==> config.mk <==
export PLATFORM = sky130hd
export DESIGN_NAME = fifo_uart_drain
export DESIGN_NICKNAME = d
export VERILOG_FILES = /design/src/rtl/fifo_uart_pkg.sv /design/src/rtl/uart_baud_tick.sv /design/src/rtl/fifo_uart_drain.sv
export SDC_FILE = /design/constraint.sdc
export NUM_CORES = 1
export LEC_CHECK = 0
export CORE_MARGIN = 1.5
export CORE_UTILIZATION = 50
export DETAILED_ROUTE_END_ITERATION = 6
export PLACE_DENSITY = 0.74
export SETUP_SLACK_MARGIN = 0.3
export SLEW_MARGIN = 20
export SYNTH_ARGS = -nofsm -noshare
export SYNTH_HDL_FRONTEND = slang
export SYNTH_SLANG_ARGS = --single-unit
==> constraint.sdc <==
create_clock -name clk -period 3.8 [get_ports clk]
set_input_delay 1.14 -clock clk [delete_from_list [all_inputs] [get_ports clk]]
set_output_delay 1.14 -clock clk [all_outputs]
set_load 0.1 [all_outputs]
==> src/rtl/fifo_uart_pkg.sv <==
// Shared types and constants for the FIFO-to-UART drain block.
package fifo_uart_pkg;

  localparam int UART_DATA_BITS       = 8;
  localparam int DEFAULT_CLKS_PER_BIT = 16;

  typedef enum logic [2:0] {
    IDLE,
    FETCH,
    LOAD,
    START,
    DATA,
    STOP
  } state_t;

endpackage

==> src/rtl/uart_baud_tick.sv <==
// Bit-period counter: free-runs while clr is low and pulses tick on the last
// cycle of each CLKS_PER_BIT period.
module uart_baud_tick
  import fifo_uart_pkg::*;
#(
  parameter int CLKS_PER_BIT = DEFAULT_CLKS_PER_BIT
) (
  input  logic clk,
  input  logic rst,
  input  logic clr,
  output logic tick
);

  localparam int                CNT_W = $clog2(CLKS_PER_BIT);
  localparam logic [CNT_W-1:0]  LAST  = CNT_W'(CLKS_PER_BIT - 1);

  logic [CNT_W-1:0] cnt;

  always_comb begin
    tick = (cnt == LAST);
  end

  always_ff @(posedge clk) begin
    if (rst || clr || tick) begin
      cnt <= '0;
    end else begin
      cnt <= cnt + 1'b1;
    end
  end

endmodule

==> src/rtl/fifo_uart_drain.sv <==
// Pops bytes from the byte FIFO and serialises each as an 8N1 UART frame.
// A FIFO read rejected by a simultaneous write is retried from FETCH.
module fifo_uart_drain
  import fifo_uart_pkg::*;
#(
  parameter int CLKS_PER_BIT = DEFAULT_CLKS_PER_BIT,
  parameter int DATA_W       = UART_DATA_BITS
) (
  input  logic              clk,
  input  logic              rst,
  input  logic              en,
  input  logic              fifo_empty,
  input  logic              fifo_full,
  input  logic              fifo_we,
  input  logic [DATA_W-1:0] fifo_dout,
  output logic              fifo_re,
  output logic              tx,
  output logic              busy,
  output logic [15:0]       frame_cnt
);

  localparam int               IDX_W    = $clog2(DATA_W);
  localparam logic [IDX_W-1:0] LAST_BIT = IDX_W'(DATA_W - 1);

  state_t            state, state_d;
  logic [DATA_W-1:0] shreg, shreg_d;
  logic [IDX_W-1:0]  bit_idx, bit_idx_d;
  logic [15:0]       frame_cnt_d;
  logic              tx_d, fifo_re_d, busy_d;
  logic              baud_clr, baud_tick;

  uart_baud_tick #(
    .CLKS_PER_BIT(CLKS_PER_BIT)
  ) u_baud (
    .clk  (clk),
    .rst  (rst),
    .clr  (baud_clr),
    .tick (baud_tick)
  );

  always_comb begin
    state_d     = state;
    shreg_d     = shreg;
    bit_idx_d   = bit_idx;
    frame_cnt_d = frame_cnt;
    baud_clr    = 1'b1;

    unique case (state)
      IDLE: begin
        if (en && !fifo_empty) state_d = FETCH;
      end
      FETCH: begin
        // A write accepted in the same cycle means the FIFO ignored our read.
        if (!(fifo_we && !fifo_full)) state_d = LOAD;
      end
      LOAD: begin
        shreg_d = fifo_dout;
        state_d = START;
      end
      START: begin
        baud_clr = 1'b0;
        if (baud_tick) begin
          state_d   = DATA;
          bit_idx_d = '0;
        end
      end
      DATA: begin
        baud_clr = 1'b0;
        if (baud_tick) begin
          if (bit_idx == LAST_BIT) begin
            state_d = STOP;
          end else begin
            shreg_d   = {1'b0, shreg[DATA_W-1:1]};
            bit_idx_d = bit_idx + 1'b1;
          end
        end
      end
      STOP: begin
        baud_clr = 1'b0;
        if (baud_tick) begin
          frame_cnt_d = frame_cnt + 16'd1;
          state_d     = (en && !fifo_empty) ? FETCH : IDLE;
        end
      end
      default: state_d = IDLE;
    endcase

    // Outputs decode the next state so the registered copies line up with it.
    tx_d = 1'b1;
    if (state_d == START) begin
      tx_d = 1'b0;
    end else if (state_d == DATA) begin
      tx_d = shreg_d[0];
    end
    fifo_re_d = (state_d == FETCH);
    busy_d    = (state_d != IDLE);
  end

  always_ff @(posedge clk) begin
    if (rst) begin
      state     <= IDLE;
      shreg     <= '0;
      bit_idx   <= '0;
      frame_cnt <= '0;
      tx        <= 1'b1;
      fifo_re   <= 1'b0;
      busy      <= 1'b0;
    end else begin
      state     <= state_d;
      shreg     <= shreg_d;
      bit_idx   <= bit_idx_d;
      frame_cnt <= frame_cnt_d;
      tx        <= tx_d;
      fifo_re   <= fifo_re_d;
      busy      <= busy_d;
    end
  end

endmodule

==> results.json, run 1 <==
{
  "startpoint": "rst",
  "critPathKind": "input port to register",
  "wirelength_um": 3740,
  "remaining_drc_errors": 0,
  "power.total_w": 0.000751,
  "clock_latency_ps": 290,
  "first_pass_iters": 4,
  "avgSynthCellArea_sq_um": 9.20,
  "port_buffers": 32,
  "synthFlopType": "dfxtp_1",
  "max-slew-margin-rel": 0.460,
  "synth_seq_cells": 37,
  "antenna_cells": 0,
  "peakVddDrop_mv": 0.229,
  "grt_pass1_wl_um": 6380,
  "final_common_cell": "dfxtp_1",
  "crit_fanout": 20,
  "timing.fmax_mhz": 389,
  "fp.dieH_um": 63.7,
  "synth_edf_count": 0,
  "placementRows": 21,
  "synth_nets": 218,
  "syn-instance-count": 200,
  "ys_warn_count": 0,
  "first_iter_violations": 96,
  "final-max-slew-violation-count": 0,
  "cts_tree": "built",
  "final_net_count": 246,
  "cts_hold_buf": 0,
  "ioPinCount": 33,
  "clkTransAtPathRegs_ps": 60,
  "start_util": 0.534,
  "end_kind": "register",
  "die_area_sq_um": 4050,
  "first_global_vias": 1435,
  "cts_inserted_buffers": 5,
  "ys_async_sr_fraction": 0,
  "track_usage": 0.200,
  "critical_path_arrival_ps": 2740,
  "overflow": 0,
  "p_leak_nw": 0.813,
  "grt_max_degree": 21,
  "status": "complete, no violations",
  "r2r-start": "state[2]$_SDFF_PP0_",
  "rsz0062_at_grt": "no",
  "ant_nets": 0,
  "finalHoldViolCount": 0,
  "dp_cells": 267,
  "required_ps": 3960,
  "antenna_found_initial": 0,
  "place.gp.congestion": 0.818,
  "avgViaCountPerCell": 5.67,
  "dr_total_vias": 1554,
  "fin_skew_ps": 2.02,
  "cts_max_path_buffers": 2,
  "min_from": "u_baud.cnt[0]$_SDFF_PP0_",
  "tightest_slew_ps": 809,
  "synth-seq-area-share": 0.403,
  "cts_setup_buffers": 0,
  "cts_sinks": 37,
  "layout_min_cycle_time_ps": 2570,
  "hp-class": "register to register",
  "cts_htree_levels": 2,
  "dieWidth_um": 63.7,
  "final_cells": 274,
  "fin_hold_ws_ps": 456,
  "fill_cells": 308,
  "cts_resized": 0,
  "wire_per_inst_um": 13.6,
  "start_kind": "input port",
  "coreArea_sq_um": 3440,
  "setup_viol": 0,
  "r2r_slack_ps": 1580,
  "setup-tns-final_ps": 0,
  "max_cap_viol_count": 0,
  "min_period_over_period": 0.677,
  "netlist_area_sq_um": 1840,
  "cts_root_buffer": "clkbuf_8",
  "ys_types": 49,
  "final_layout_size_suffix_gt1_frac": 0.175,
  "dp_hpwl_um": 2740,
  "power_density_nw_per_um2": 342,
  "final_cell_mix": "37 x dfxtp_1, 20 x nor2_1, 20 x buf_4, 15 x a21oi_1, 14 x nand2_1",
  "areaGrowthSynthToFinish_pct": 19.5
}
[sequential cells by signal (all words and copies together), names as in the netlist]
register    cells
bit_idx         3
busy            1
fifo_re         1
frame_cnt      16
shreg           8
state           3
tx              1
u_baud.cnt      4
[Yosys cell counts (2+ instances only)]
cell / number / area (sq um)
ha_1: 4 / 50.1
buf_2: 2 / 10.0
nand2_1: 14 / 52.6
nand3_1: 6 / 30.0
a22oi_1: 7 / 52.6
clkbuf_1: 6 / 22.5
a21oi_1: 15 / 75.1
o21ai_0: 5 / 25.0
xnor2_1: 3 / 26.3
nor2_1: 20 / 75.1
nand2b_1: 2 / 12.5
a31o_2: 2 / 17.5
and4_1: 3 / 26.3
nor3b_1: 3 / 22.5
mux2i_1: 7 / 70.1
nand4_1: 8 / 50.1
a32o_1: 2 / 20.0
nor4_1: 2 / 12.5
o31ai_1: 3 / 22.5
xor2_1: 5 / 43.8
inv_1: 5 / 18.8
dfxtp_1: 37 / 741
nor2b_1: 5 / 31.3
buf_4: 3 / 22.5
or4_1: 3 / 22.5
and2_1: 3 / 18.8
mux2_2: 2 / 22.5
o21a_1: 2 / 15.0
[final cells by class]
cell class	instances	area, sq um	share of cell area
clock buffer	7	86.3	0.0393
tap	46	57.6	0.0262
sequential	37	741	0.337
inverter	5	18.8	0.00854
timing repair buffer	33	280	0.128
multi-input combinational	146	1010	0.461
[critical path, cell delays in order]
cell and delay [ps]:
clkdlybuf4s50_1 910, buf_4 350, nor2_1 70, o21ai_0 170
nor2_1 100
[kinds of logic after synthesis]
logic type / count (synthesis) / share of synthesized area
and+or+nand+nor: 81 / 0.265
xor gates and xnor gates: 8 / 0.0381
DFF: 37 / 0.403
adders and majority gates: 4 / 0.0272
muxes: 9 / 0.0503
AOI/OAI and AO/OA: 44 / 0.170
buffers and inverters: 17 / 0.0463
[power by group]
part	switching, W	internal, W
Combinational	0.0000438	0.0000307
Clock	0.000127	0.000144
Sequential	0.00000929	0.000396
[metrics by stage]
step	util	setup WS, ps	cell area (sq um)
after global placement	0.613	999	2110
after CTS	0.638	1220	2200
after global routing	0.638	1090	2200
after detailed placement	0.613	920	2110
after floorplan	-	1530	1840
final	0.638	1230	2200
[layer usage]
metal	GRT usage	wire length, um
met5	0	0
met4	0.0897	79
met3	0.0429	164
met2	0.334	1790
met1	0.247	1700
[path summary, 6_finish.rpt]
check / to / depth (start not counted)
min reg2reg: u_baud.cnt[0]$_SDFF_PP0_ / 1
min: u_baud.cnt[0]$_SDFF_PP0_ / 1
max: u_baud.cnt[3]$_SDFF_PP0_ / 5
max reg2reg: frame_cnt[15]$_SDFFE_PP0P_ / 4
Note: power is estimated with default switching activity, not from simulation.
==> run 2: changes to the inputs <==
Clock period 3.8 ns to 2.7 ns, I/O delays scaled along.
==> run 2 against run 1 <==
Clock-buffer cell count up 1. Total power up 39%. Critical endpoint is now tx$_SDFF_PP1_. Sequential share of layout area down 0.13 points. First-iteration DRC count up 6.3%. Clock power up 35%. Cell count up 1.1%.
==> results.json, run 2 (synthesis gave the netlist of run 1 again) <==
{
  "overflow": 0,
  "coreArea_sq_um": 3440,
  "clkTransAtPathRegs_ps": 70,
  "design_area_sq_um": 2210,
  "grt_pass1_wl_um": 6770,
  "final-max-slew-violation-count": 0,
  "cts_tree": "built",
  "cts_sinks": 37,
  "dieWidth_um": 63.7,
  "post_dp_cell_area_sq_um": 2130,
  "final_net_count": 248,
  "remaining_drc_errors": 0,
  "power_density_nw_per_um2": 473,
  "p_leak_nw": 0.819,
  "grtUsageMet2": 0.357,
  "min_from": "u_baud.cnt[0]$_SDFF_PP0_",
  "r2r-start": "bit_idx[0]$_SDFFE_PP0P_",
  "cts_inserted_buffers": 5,
  "crit_chain": "ha_1, ha_1, nor4b_4, a21oi_4, a2111oi_0, mux2i_1",
  "areaGrowthSynthToFinish_pct": 19.9,
  "required_ps": 2860,
  "power.total_w": 0.00104,
  "avgViaCountPerCell": 5.62,
  "first_pass_iters": 4,
  "fill_cells": 300,
  "timing.fmax_mhz": 484,
  "die_area_sq_um": 4050,
  "start_kind": "register",
  "fp.dieH_um": 63.7,
  "antenna_cells": 0,
  "start_util": 0.534,
  "busiest_layer": "met2",
  "crit_top_cell": "ha_1",
  "crit_path_max_incr_delay_ps": 520,
  "clock_latency_ps": 290,
  "fin_skew_ps": 3.60,
  "tightest_slew_ps": 540,
  "largestRegisters": "frame_cnt (16), shreg (8), u_baud.cnt (4)",
  "ioPinCount": 33,
  "dp_hpwl_um": 2900,
  "critPathSlowestCell": "a2111oi_0",
  "first_iter_violations": 102,
  "min_period_over_period": 0.766,
  "final_layout_size_suffix_gt1_frac": 0.177,
  "cts_setup_buffers": 0,
  "utilization": 0.641,
  "startpoint": "bit_idx[0]$_SDFFE_PP0P_",
  "grtUsageMet1": 0.256,
  "setup-tns-final_ps": 0,
  "cts_resized": 0,
  "peakVddDrop_mv": 0.322,
  "fin_hold_ws_ps": 452,
  "placementRows": 21,
  "max-slew-margin-rel": 0.640,
  "status": "complete, no violations",
  "cts_max_path_buffers": 2,
  "critical_path_arrival_ps": 2220,
  "final_common_cell": "dfxtp_1",
  "end_kind": "register",
  "regMostFlops": "frame_cnt",
  "wirelength_um": 3820,
  "met3_usage": 0.0679,
  "largest_register_ffs": 16,
  "critPathKind": "register to register",
  "max_cap_viol_count": 0,
  "cts_root_buffer": "clkbuf_8",
  "cts_hold_buf": 0,
  "layout_min_cycle_time_ps": 2070,
  "port_buffers": 32,
  "grt_max_degree": 22,
  "hp-class": "register to register",
  "ant_nets": 0,
  "track_usage": 0.214,
  "antenna_found_initial": 0,
  "setup_viol": 0,
  "dr_total_vias": 1556,
  "crit_fanout": 8,
  "wire_per_inst_um": 13.8,
  "first_global_vias": 1520,
  "finalHoldViolCount": 0,
  "cts_htree_levels": 2,
  "place.gp.congestion": 0.883,
  "final_cell_mix": "37 x dfxtp_1, 22 x buf_4, 20 x nor2_1, 15 x a21oi_1, 14 x nand2_1",
  "rsz0062_at_grt": "no"
}
[run 2: path summary, 6_finish.rpt]
| path | depth (start not counted) | end | slack (ps) |
|---|---|---|---|
| worst max register to register | 6 | tx$_SDFF_PP1_ | 630 |
| worst min-delay path | 1 | u_baud.cnt[0]$_SDFF_PP0_ | 450 |
| worst max-delay path | 6 | tx$_SDFF_PP1_ | 630 |
| worst min register to register | 1 | u_baud.cnt[0]$_SDFF_PP0_ | 450 |
[run 2: metrics by stage]
step                instances  worst slack [ps]
floorplan                 200               430
global placement          269               535
detailed placement        269               530
CTS                       277               624
global route              277               512
finish                    277               633
[run 2: layout make-up]
cell class                 instances  area, sq um  share of cell area
timing repair buffer              35          295               0.134
inverter                           5         18.8             0.00851
tap                               46         57.6              0.0261
multi-input combinational        146         1010               0.459
clock buffer                       8         80.1              0.0363
sequential                        37          741               0.336
[run 2: power by group]
group	switching, W	leakage (nW)	total (W)	internal [W]
logic	0.0000620	0.480	0.000106	0.0000441
registers	0.0000126	0.299	0.000570	0.000557
clock network	0.000184	0.0395	0.000367	0.000183
[run 2: metal layers]
| layer | share of wire | routed length, um | vias up |
|---|---|---|---|
| met2 | 0.49 | 1890 | 33 |
| met3 | 0.040 | 151 | 10 |
| met5 | 0 | 0 | - |
| met4 | 0.020 | 75 | 0 |
| li1 | - | - | 789 |
| met1 | 0.45 | 1710 | 724 |
[run 2: critical path, delay by kind of cell (launching register included)]
kind                     cells  cell delay (ps)
adder cells (fa/ha/maj)      2              420
AO/OA/AOI/OAI                2              670
multiplexers                 1              140
flip-flops                   1              330
AND/OR/NAND/NOR              1              380
==> run 3: changes to the inputs <==
Clock period 2.7 ns to 2.11 ns, I/O delays scaled along.
==> run 3 against run 2 <==
Critical path type unchanged. Sequential power up 26%. Global-route usage up 1.9 points. Setup slack got worse by 280 ps. Clock power increased by 50%. Total power is 37% higher. First-iteration DRC count rose by 6.9%.
==> results.json, run 3 (synthesis gave the netlist of run 1 again) <==
{
  "status": "complete, no violations",
  "cts_inserted_buffers": 5,
  "multi_input_area_sq_um": 1070,
  "layout_setup_ws_ps": 354,
  "power_density_nw_per_um2": 555,
  "dr_total_vias": 1690,
  "largest_register_ffs": 16,
  "final_net_count": 255,
  "cts_hold_buf": 0,
  "place.gp.congestion": 0.866,
  "crit_fanout": 5,
  "max_cap_viol_count": 0,
  "layout_min_cycle_time_ps": 1760,
  "dieWidth_um": 63.7,
  "final-max-slew-violation-count": 0,
  "start_kind": "register",
  "remaining_drc_errors": 0,
  "final_cell_mix": "23 x dfxtp_1, 20 x nor2_1, 16 x buf_12, 15 x a21oi_1, 14 x nand2_1",
  "ant_nets": 0,
  "start_util": 0.534,
  "critical_path_arrival_ps": 1930,
  "grtUsageMet1": 0.257,
  "grtUsageMet2": 0.412,
  "setup_viol": 0,
  "peakVddDrop_mv": 0.436,
  "final_layout_size_suffix_gt1_frac": 0.303,
  "required_ps": 2290,
  "final_common_cell": "dfxtp_1",
  "finalHoldViolCount": 0,
  "timing.fmax_mhz": 569,
  "pre_cts_slack_ps": 93.5,
  "track_usage": 0.232,
  "antenna_found_initial": 0,
  "met3_usage": 0.0571,
  "wire_per_inst_um": 15.7,
  "antenna_cells": 0,
  "grt_pass1_wl_um": 7350,
  "wirelength_um": 4450,
  "fill_cells": 239,
  "first_pass_iters": 4,
  "clkTransAtPathRegs_ps": 70,
  "first_iter_violations": 109,
  "crit_path_max_incr_delay_ps": 350,
  "fp.dieH_um": 63.7,
  "ioPinCount": 33,
  "placementRows": 21,
  "clock_latency_ps": 300,
  "grt_max_degree": 13,
  "dp_hpwl_um": 3140,
  "cts_tree": "built",
  "overflow": 0,
  "regMostFlops": "frame_cnt",
  "register_area_sq_um": 773,
  "avgViaCountPerCell": 5.95,
  "setup-tns-final_ps": 0,
  "p_leak_nw": 0.920,
  "min_period_over_period": 0.832,
  "cts_max_path_buffers": 2,
  "cts_htree_levels": 2,
  "tightest_slew_ps": 473,
  "busiest_layer": "met2",
  "power.total_w": 0.00143,
  "largestRegisters": "frame_cnt (16), shreg (8), u_baud.cnt (4)",
  "max-slew-margin-rel": 0.684,
  "end_kind": "register",
  "coreArea_sq_um": 3440,
  "first_global_vias": 1640,
  "cts_sinks": 37,
  "critPathSlowestCell": "dfxtp_1",
  "port_buffers": 32,
  "critPathKind": "register to register",
  "die_area_sq_um": 4050,
  "rsz0062_at_grt": "yes",
  "fin_skew_ps": 3.63,
  "cts_root_buffer": "clkbuf_8",
  "crit_chain": "ha_1, ha_2, nor4b_4, buf_4, buf_4, a32o_1, a2111oi_4, mux2i_1",
  "crit_top_cell": "buf_4",
  "hp-class": "register to register",
  "areaGrowthSynthToFinish_pct": 39.9
}
run 3: cell types whose count changed in the layout (fill, tap and decap cells not counted), moves of 3 or more:
cell	previous run	this run
buf_4	22	13
dfxtp_1	37	23
dfxtp_2	0	8
clkbuf_1	3	0
buf_12	0	16
dfxtp_4	0	6
run 3: what timing repair did:
action,CTS,global route
buffers inserted,2,2
pin swaps,1,1
gates resized for setup,8,7
endpoints found under the hold margin,0,0
endpoints found under the setup margin,14,17
run 3: worst paths after layout:
check | start | endpoint | slack, ps | cells after the start
worst max-delay path | bit_idx[0]$_SDFFE_PP0P_ | tx$_SDFF_PP1_ | 350 | 8
worst min-delay path | shreg[2]$_SDFFE_PP0P_ | shreg[2]$_SDFFE_PP0P_ | 460 | 2
worst max register to register | bit_idx[0]$_SDFFE_PP0P_ | tx$_SDFF_PP1_ | 350 | 8
worst min register to register | shreg[2]$_SDFFE_PP0P_ | shreg[2]$_SDFFE_PP0P_ | 460 | 2
run 3: metrics by stage:
| step | area [sq um] | hold WS, ps | utilization | instances |
|---|---|---|---|---|
| detailed placement | 2380 | 447 | 0.691 | 272 |
| finish | 2570 | 460 | 0.747 | 284 |
| CTS | 2520 | 458 | 0.731 | 282 |
| global route | 2570 | 477 | 0.747 | 284 |
| floorplan | 1870 | 418 | - | 200 |
| global placement | 2380 | 428 | 0.691 | 272 |
run 3: layout make-up:
type / instances / area share
clock buffer: 7 / 0.0375
clock inverter: 1 / 0.00195
inverter: 5 / 0.00730
multi-input combinational: 146 / 0.417
sequential: 37 / 0.301
tap: 46 / 0.0224
timing repair buffer: 42 / 0.213
run 3: worst max-delay path: cells and delay by family (launching register included):
| family | cells | cell delay, ps |
|---|---|---|
| AO/OA/AOI/OAI | 2 | 460 |
| adder cells (fa/ha/maj) | 2 | 360 |
| flip-flops | 1 | 350 |
| buffers and inverters | 2 | 290 |
| multiplexers | 1 | 110 |
| AND/OR/NAND/NOR | 1 | 50 |
run 3: layer usage:
metal / share of wire / up-vias / wire [um]
met2: 0.54 / 59 / 2400
met3: 0.053 / 12 / 237
met4: 0.021 / 0 / 93
li1: - / 801 / -
met5: 0 / - / 0
met1: 0.39 / 818 / 1720
run 3: where the power goes:
part / switching, W / internal, W
Sequential: 0.0000139 / 0.000705
Combinational: 0.0000934 / 0.0000638
Clock: 0.000256 / 0.000295
Total: 0.000363 / 0.00106
